`src/rtl/riscv_ctrl_pkg.sv`:
```
// Shared encodings for the multi-cycle RV32I control unit: opcodes, ALU
// control fields, FSM states and the latched opcode class.
package riscv_ctrl_pkg;

    localparam logic [6:0] OP_LOAD  = 7'b0000011;
    localparam logic [6:0] OP_STORE = 7'b0100011;
    localparam logic [6:0] OP_RTYPE = 7'b0110011;
    localparam logic [6:0] OP_ITYPE = 7'b0010011;

    localparam logic [1:0] ALUOP_ITYPE = 2'b00;
    localparam logic [1:0] ALUOP_ADD   = 2'b01;
    localparam logic [1:0] ALUOP_RTYPE = 2'b10;

    localparam logic [1:0] ALUSRCB_RS2  = 2'b00;
    localparam logic [1:0] ALUSRCB_FOUR = 2'b01;
    localparam logic [1:0] ALUSRCB_IMM  = 2'b10;

    typedef enum logic [2:0] {
        S_FETCH  = 3'd0,
        S_DECODE = 3'd1,
        S_EXEC   = 3'd2,
        S_MEM    = 3'd3,
        S_WB     = 3'd4,
        S_TRAP   = 3'd5
    } state_t;

    typedef enum logic [1:0] {
        CLS_LOAD  = 2'd0,
        CLS_STORE = 2'd1,
        CLS_RTYPE = 2'd2,
        CLS_ITYPE = 2'd3
    } op_class_t;

endpackage

```
`src/rtl/multicycle_controller_opcode_class_decode.sv`:
```
// Combinational opcode classifier; exactly one output is high for any opcode.
module opcode_class_decode
    import riscv_ctrl_pkg::*;
(
    input  logic [6:0] opcode_i,
    output logic       load_o,
    output logic       store_o,
    output logic       rtype_o,
    output logic       itype_o,
    output logic       illegal_o
);

    // One-hot class flags from the raw opcode
    always_comb begin
        load_o    = 1'b0;
        store_o   = 1'b0;
        rtype_o   = 1'b0;
        itype_o   = 1'b0;
        illegal_o = 1'b0;
        case (opcode_i)
            OP_LOAD:  load_o    = 1'b1;
            OP_STORE: store_o   = 1'b1;
            OP_RTYPE: rtype_o   = 1'b1;
            OP_ITYPE: itype_o   = 1'b1;
            default:  illegal_o = 1'b1;
        endcase
    end

endmodule

```
`src/rtl/multicycle_controller.sv`:
```
// Multi-cycle RV32I sequencer: FETCH/DECODE/EXEC/MEM/WB with a shared
// request/ready memory port, retire counter and sticky illegal-opcode trap.
module multicycle_controller
    import riscv_ctrl_pkg::*;
#(
    parameter int CNT_W = 32
) (
    input  logic             clk,
    input  logic             reset,
    input  logic [6:0]       Opcode,
    input  logic             mem_ready,
    output logic             PCWrite,
    output logic             IRWrite,
    output logic             IorD,
    output logic             ALUSrcA,
    output logic [1:0]       ALUSrcB,
    output logic [1:0]       ALUOp,
    output logic             MemRead,
    output logic             MemWrite,
    output logic             MemtoReg,
    output logic             RegWrite,
    output logic             instr_done,
    output logic [CNT_W-1:0] retired,
    output logic             illegal_instr
);

    state_t           state_q, state_d;
    op_class_t        cls_q, cls_d;
    logic [CNT_W-1:0] retired_q, retired_d;
    logic             illegal_q, illegal_d;

    logic       pc_write_s, ir_write_s, iord_s, alu_src_a_s;
    logic [1:0] alu_src_b_s, alu_op_s;
    logic       mem_read_s, mem_write_s, mem_to_reg_s, reg_write_s, instr_done_s;
    logic       dec_load_s, dec_store_s, dec_rtype_s, dec_itype_s, dec_illegal_s;

    opcode_class_decode u_opcode_class_decode (
        .opcode_i  (Opcode),
        .load_o    (dec_load_s),
        .store_o   (dec_store_s),
        .rtype_o   (dec_rtype_s),
        .itype_o   (dec_itype_s),
        .illegal_o (dec_illegal_s)
    );

    // Next-state, datapath strobes and counter update
    always_comb begin
        state_d      = state_q;
        cls_d        = cls_q;
        illegal_d    = illegal_q;
        retired_d    = retired_q;
        pc_write_s   = 1'b0;
        ir_write_s   = 1'b0;
        iord_s       = 1'b0;
        alu_src_a_s  = 1'b0;
        alu_src_b_s  = ALUSRCB_RS2;
        alu_op_s     = ALUOP_ITYPE;
        mem_read_s   = 1'b0;
        mem_write_s  = 1'b0;
        mem_to_reg_s = 1'b0;
        reg_write_s  = 1'b0;
        instr_done_s = 1'b0;

        case (state_q)
            S_FETCH: begin
                mem_read_s  = 1'b1;
                alu_src_b_s = ALUSRCB_FOUR;
                alu_op_s    = ALUOP_ADD;
                if (mem_ready) begin
                    ir_write_s = 1'b1;
                    pc_write_s = 1'b1;
                    state_d    = S_DECODE;
                end else begin
                    state_d    = S_FETCH;
                end
            end
            S_DECODE: begin
                // A decoder disagreeing with itself is treated like a bad opcode
                if (dec_illegal_s || !(dec_load_s | dec_store_s | dec_rtype_s | dec_itype_s)) begin
                    state_d   = S_TRAP;
                    illegal_d = 1'b1;
                end else begin
                    state_d = S_EXEC;
                    cls_d   = op_class_t'({dec_rtype_s | dec_itype_s, dec_store_s | dec_itype_s});
                end
            end
            S_EXEC: begin
                alu_src_a_s = 1'b1;
                case (cls_q)
                    CLS_LOAD, CLS_STORE: begin
                        alu_src_b_s = ALUSRCB_IMM;
                        alu_op_s    = ALUOP_ADD;
                        state_d     = S_MEM;
                    end
                    CLS_RTYPE: begin
                        alu_src_b_s = ALUSRCB_RS2;
                        alu_op_s    = ALUOP_RTYPE;
                        state_d     = S_WB;
                    end
                    default: begin
                        alu_src_b_s = ALUSRCB_IMM;
                        alu_op_s    = ALUOP_ITYPE;
                        state_d     = S_WB;
                    end
                endcase
            end
            S_MEM: begin
                iord_s = 1'b1;
                if (cls_q == CLS_STORE) begin
                    mem_write_s = 1'b1;
                end else begin
                    mem_read_s  = 1'b1;
                end
                if (mem_ready) begin
                    if (cls_q == CLS_STORE) begin
                        instr_done_s = 1'b1;
                        state_d      = S_FETCH;
                    end else begin
                        state_d      = S_WB;
                    end
                end else begin
                    state_d = S_MEM;
                end
            end
            S_WB: begin
                reg_write_s  = 1'b1;
                mem_to_reg_s = (cls_q == CLS_LOAD);
                instr_done_s = 1'b1;
                state_d      = S_FETCH;
            end
            S_TRAP: begin
                state_d = S_TRAP;
            end
            default: begin
                state_d   = S_TRAP;
                illegal_d = 1'b1;
            end
        endcase

        if (instr_done_s) begin
            retired_d = retired_q + CNT_W'(1);
        end else begin
            retired_d = retired_q;
        end
    end

    // State, class, counter and trap registers
    always_ff @(posedge clk) begin
        if (reset) begin
            state_q   <= S_FETCH;
            cls_q     <= CLS_LOAD;
            retired_q <= '0;
            illegal_q <= 1'b0;
        end else begin
            state_q   <= state_d;
            cls_q     <= cls_d;
            retired_q <= retired_d;
            illegal_q <= illegal_d;
        end
    end

    // Reset forces every output low combinationally, including live memory requests
    always_comb begin
        if (reset) begin
            PCWrite       = 1'b0;
            IRWrite       = 1'b0;
            IorD          = 1'b0;
            ALUSrcA       = 1'b0;
            ALUSrcB       = 2'b00;
            ALUOp         = 2'b00;
            MemRead       = 1'b0;
            MemWrite      = 1'b0;
            MemtoReg      = 1'b0;
            RegWrite      = 1'b0;
            instr_done    = 1'b0;
            retired       = '0;
            illegal_instr = 1'b0;
        end else begin
            PCWrite       = pc_write_s;
            IRWrite       = ir_write_s;
            IorD          = iord_s;
            ALUSrcA       = alu_src_a_s;
            ALUSrcB       = alu_src_b_s;
            ALUOp         = alu_op_s;
            MemRead       = mem_read_s;
            MemWrite      = mem_write_s;
            MemtoReg      = mem_to_reg_s;
            RegWrite      = reg_write_s;
            instr_done    = instr_done_s;
            retired       = retired_q;
            illegal_instr = illegal_q;
        end
    end

endmodule

```
`config.mk`:
```
export PLATFORM = sky130hd
export DESIGN_NAME = multicycle_controller
export DESIGN_NICKNAME = d
export VERILOG_FILES = /design/src/rtl/riscv_ctrl_pkg.sv /design/src/rtl/multicycle_controller_opcode_class_decode.sv /design/src/rtl/multicycle_controller.sv
export SDC_FILE = /design/constraint.sdc
export NUM_CORES = 1
export LEC_CHECK = 0
export ABC_AREA = 1
export ABC_CLOCK_PERIOD_IN_PS = 1700
export BUFFER_PORTS_ARGS = -buffer_cell sky130_fd_sc_hd__buf_2
export CORE_ASPECT_RATIO = 0.9
export CORE_UTILIZATION = 56
export CTS_BUF_LIST = sky130_fd_sc_hd__clkbuf_8
export DETAILED_ROUTE_END_ITERATION = 10
export PLACE_DENSITY = 0.93
export SYNTH_ARGS = -nofsm -noshare
export SYNTH_HDL_FRONTEND = slang
export SYNTH_SLANG_ARGS = --single-unit
```
`constraint.sdc`:
```
create_clock -name clk -period 1.7 [get_ports clk]
set_input_delay 0.085 -clock clk [delete_from_list [all_inputs] [get_ports clk]]
set_output_delay 0.085 -clock clk [all_outputs]
set_load 0.05 [all_outputs]
```
# Word-level counts from Yosys, hierarchy flattened
# Index checks and enable logic that the tools add are counted.
# op_classes
add_sub_neg,1
n_eq_ne,12
n_mux,41
n_bitwise,7
reduce_logical,9
# op_table
cell,count
$add 32x1->32 const B,1
$mux 32,1
$mux 1,26
$pmux 3 s5,1
$eq 7x6->1 const B,2
$mux 3,4
$pmux 2 s2,3
$eq 7x2->1 const B,1
$eq 7x5->1 const B,1
$eq 3x2->1 const B,2
$eq 3x3->1 const B,2
$mux 2,3
$pmux 1 s2,3
$or 1x1->1,5
$reduce_or 5->1,1
$reduce_and 2->1,2
$reduce_or 4->1,1
$eq 3x1->1 const B,1
$logic_not 3->1,1
$eq 2x1->1 const B,1
$eq 2x2->1 const B,1
$logic_not 2->1,1
$ne 2x2->1 const B,1
$not 1->1,2
other kinds (3),3
# word_totals
ff_bits,38
inputBits,10
output_inout_bits,46
elab_cells,74

# Logic depth before layout (Yosys ltp)
# logic_depth
depth_word,9
ltp_mapped,9
mapped_depth_nobuf,9

# Cells and area by module
# A second synthesis with hierarchy kept.
# hier_totals
cells_unflattened,418
area_unflattened_um2,2472.4
# modules_own_cells
module,n_inst,cells_each,area_each_um2,seq_area_each_um2
multicycle_controller,1,402,2404.8,760.7
opcode_class_decode,1,16,67.6,0.0

# Least setup slack after synthesis
# No wires, ideal clock.
# synth_timing
kind,reg-to-output
from,register state_q[1]
to,output PCWrite
arrival_ns,2.489
required_ns,1.615
path_slack_ns,-0.874
stages_incl_launch_ff,9
path_buffers,1
path_cell_list,dfxtp_1 inv_1 nand2_1 nor2_1 inv_1 nor2_1 inv_1 nor2_1 buf_4
# synth_via
elab_chain_cells,3
# synth_rtl
item,line,source
start: declaration,multicycle_controller.sv:27,"state_t state_q, state_d;"
start signal: assignment,multicycle_controller.sv:155,state_q <= state_d;
$logic_not 3->1,n/a,
$mux 1 (2 in a row),n/a,
end: declaration,multicycle_controller.sv:12,"output logic PCWrite,"
# Every way passes these cells.

# Worst setup path in the final report
# layout_timing
from,register retired_q[1]
to,register retired_q[26]
# layout_via
elab_chain_cells,1
# layout_rtl
item,line,source
start: declaration,multicycle_controller.sv:29,"logic [CNT_W-1:0] retired_q, retired_d;"
start signal: assignment,multicycle_controller.sv:157,retired_q <= retired_d;
$add 32x1->32,multicycle_controller.sv:141,retired_d = retired_q + CNT_W'(1);
# Every way passes these cells.
# A chain may end at the register's enable or synchronous reset.

==> results.toml <==
[global_routing]
grt_pass1_wl_um = 10440
grt_max_degree = 27
track_usage_pct = 28.00
grt_pass1_vias = 2455
antenna_found_initial = 0
grt_overflow = 0

[power_and_ir_drop]
ir_drop_mv = 0.4109
pwr-share-comb_pct = 19.5
p_int_w = 0.001455
p_seq_share_pct = 44.0
finalPower_w = 0.002144
clockPowerShare_pct = 36.5
switchingPower_w = 0.0006886
p_leak_nw = 1.381
p_per_area_mw_per_mm2 = 713.9
switching_share_pct = 32.12

[clock_network]
clk_latency_ps = 310
cts_tree = "done"
ctsHoldBuffers = 0
root_buffer = "clkbuf_8"
clock-sinks = 38
cts_buffers = 5
htree_levels = 2
clkSlewWorstSetupHoldPaths_ps = 90
cts_max_path_buffers = 2

[sta]
worst_pin_slew_ps = 320.3
whs_ps = 84.34
rsz0062_at_grt = "yes"
max_slew_margin_pct = 78.57
period_needed_ps = 1650
slew_viol_final = 0
setup_viol = 0
skew_ps = 12.11
hold_violations = 0
fin_crit_sh_pct = 97.03
fmax_mhz = 606.2

[yosys]
synth_mux_area_share_pct = 0
synth_compound_area_share_pct = 6.808
yosys.area.top_type = "dfxtp_1"
netlist_instances = 407
yosys_warnings = 0
synth_top_area_share_pct = 30.66
synthXorXnorAreaFrac_pct = 0.7060
yosys-top-cells-area = "dfxtp_1, nor2_1, nand2_1"
ys_ff_latch = 38
syn_nets = 418
synth-simple-area-share_pct = 48.61
syn_area_per_cell_sq_um = 6.096
synth-main-ff-cell = "dfxtp_1"
syn_area_sq_mm = 0.002481
yosys.area_share.adder_pct = 0.5043
synth_seq_area_share_pct = 30.66
synth-edff-count = 0
synth_top_family_by_area = "simple AND/OR/NAND/NOR gates"
ys_types = 32
postSynth.asyncResetShare_pct = 0

[critical_path]
cp_slowest_stage_delay_ps = 390
critPathCaptureType = "register"
path_delay_family = "simple AND/OR/NAND/NOR gates"
cp.required_ps = 1890
cp.buffers_inverters = 0
startpoint_type = "register"
rr_startpoint = "retired_q[1]$_SDFFE_PP0P_"
rr_endpoint = "retired_q[26]$_SDFFE_PP0P_"
crit_slowest_cell = "dfxtp_1"
crit_chain = "ha_1, nand3_2, nor2_4, nand2_4, nor2_8, nand4_1, nand2_1, nor2_1"
critPathKind = "reg -> reg"
r2r_setup_slack_ps = 50
worstPathMaxFanout = 8
worst_r2r_path_depth = 8
arrival_ps = 1840

[routing]
drc = 0
antenna_left = 0
first_pass_iters = 5
drtIter0Drc = 272
drt-total-wl_um = 6460
route.vias.total = 2821
vias_per_cell = 5.363
avgRoutedWirePerCell_um = 12.28

[cells_and_area]
seq_area_sq_um = 765.7
syn_to_final_growth_pct = 21.03
stdcell_area_sq_mm = 0.003003
antenna_cells = 0
multiInputGateArea_sq_mm = 0.001451
layout_common_cells = "nand2_1, nor2_1, inv_1"
drive_gt1_share_pct = 23.82
fin_util_pct = 72.25
fillCellCount = 315
layout.nets = 476

[floorplan]
rows = 22
chipWidth_um = 72.17
core_sq_mm = 0.004156
dieHeight_um = 65.15
start_util_pct = 59.69
dieArea_sq_mm = 0.004701
floorplan.io_pins = 56

[hold_path]
min_to = "cls_q[0]$_SDFFE_PP0P_"
hold_depth = 3
hold_class = "in -> reg"
min_from = "Opcode[5]"

[place]
post-dp-hpwl_um = 4598
routabilityCongestion = 0.8744
port_buffers = 55
placed_area_sq_mm = 0.002844

[run]
maxCapViolations = 0

[status]
outcome = "finished, final reports clean"
-- metrics by stage --
stage	worst slack, ps	setup TNS, ps	std cells
2_1_floorplan	-42.68	-42.68	407
3_3_place_gp	249.4	0	516
3_5_place_dp	150.1	0	516
4_1_cts	8.005	0	524
5_1_grt	-33.86	-109.0	526
6_report	50.44	0	526
-- power by group through the flow --
| stage | clock (W) | combinational, W | sequential (W) |
|---|---|---|---|
| floorplan | 0 | 0.000329 | 0.000953 |
| CTS | 0.000775 | 0.000404 | 0.000941 |
| global placement | 0 | 0.000390 | 0.000956 |
| detailed placement | 0 | 0.000401 | 0.000959 |
| finish | 0.000783 | 0.000418 | 0.000943 |
| global route | 0.000810 | 0.000448 | 0.000946 |
-- tightest hold or removal path: stages --
cell	delay, ps
buf_2	80
xnor2_1	120
a211oi_1	70
-- worst max path at each step --
stage	end	startpoint	depth (start not counted)
after global placement	retired_q[26]$_SDFFE_PP0P_	retired_q[0]$_SDFFE_PP0P_	8
after floorplan	ALUOp[1]	state_q[1]$_SDFF_PP0_	4
final	retired_q[26]$_SDFFE_PP0P_	retired_q[1]$_SDFFE_PP0P_	8
after global routing	retired_q[26]$_SDFFE_PP0P_	retired_q[1]$_SDFFE_PP0P_	8
after CTS	IRWrite	state_q[1]$_SDFF_PP0_	8
after detailed placement	retired_q[26]$_SDFFE_PP0P_	retired_q[0]$_SDFFE_PP0P_	8
-- layer usage --
layer | global-route usage, % | up-vias | wire [um]
li1 | - | 1388 | -
met1 | 34.23 | 1289 | 2652
met2 | 49.42 | 122 | 3189
met3 | 3.988 | 22 | 474
met4 | 11.03 | 0 | 144
met5 | 0 | - | 0
-- final cells by class --
class / count / share of cell area, %
inverter: 65 / 8.125
tap: 60 / 2.500
multi-input combinational: 292 / 48.33
timing repair buffer: 63 / 11.92
clock buffer: 5 / 2.292
clock inverter: 3 / 1.333
sequential: 38 / 25.50
-- Yosys cell counts, drive strengths merged (2+ instances only) --
master	n
clkbuf	5
nand3	36
buf	7
nor4	2
and2	2
nor2	107
a21oi	16
inv	64
nand2	91
nand4	15
o21ai	9
nor3	6
dfxtp	38
-- kinds of logic after synthesis --
family | Yosys count
buffers and inverters | 77
flip-flops | 38
XOR/XNOR | 2
AND/OR/NAND/NOR | 260
AO/OA/AOI/OAI | 29
adder cells (fa/ha/maj) | 1
-- registers in the layout, summed over array words and instances (netlist names) --
name and count:
cls_q 2, retired_q 32, illegal_q 1, state_q 3
-- timing repair --
| item | 4_1_cts | 5_1_grt |
|---|---|---|
| setup endpoints to repair | 5 | 9 |
| resized for setup | 3 | 14 |
| buffers inserted | 0 | 2 |
| pin swaps | 0 | 2 |
| endpoints found under the hold margin | 0 | 0 |
Note: power is estimated with default switching activity, not from simulation.
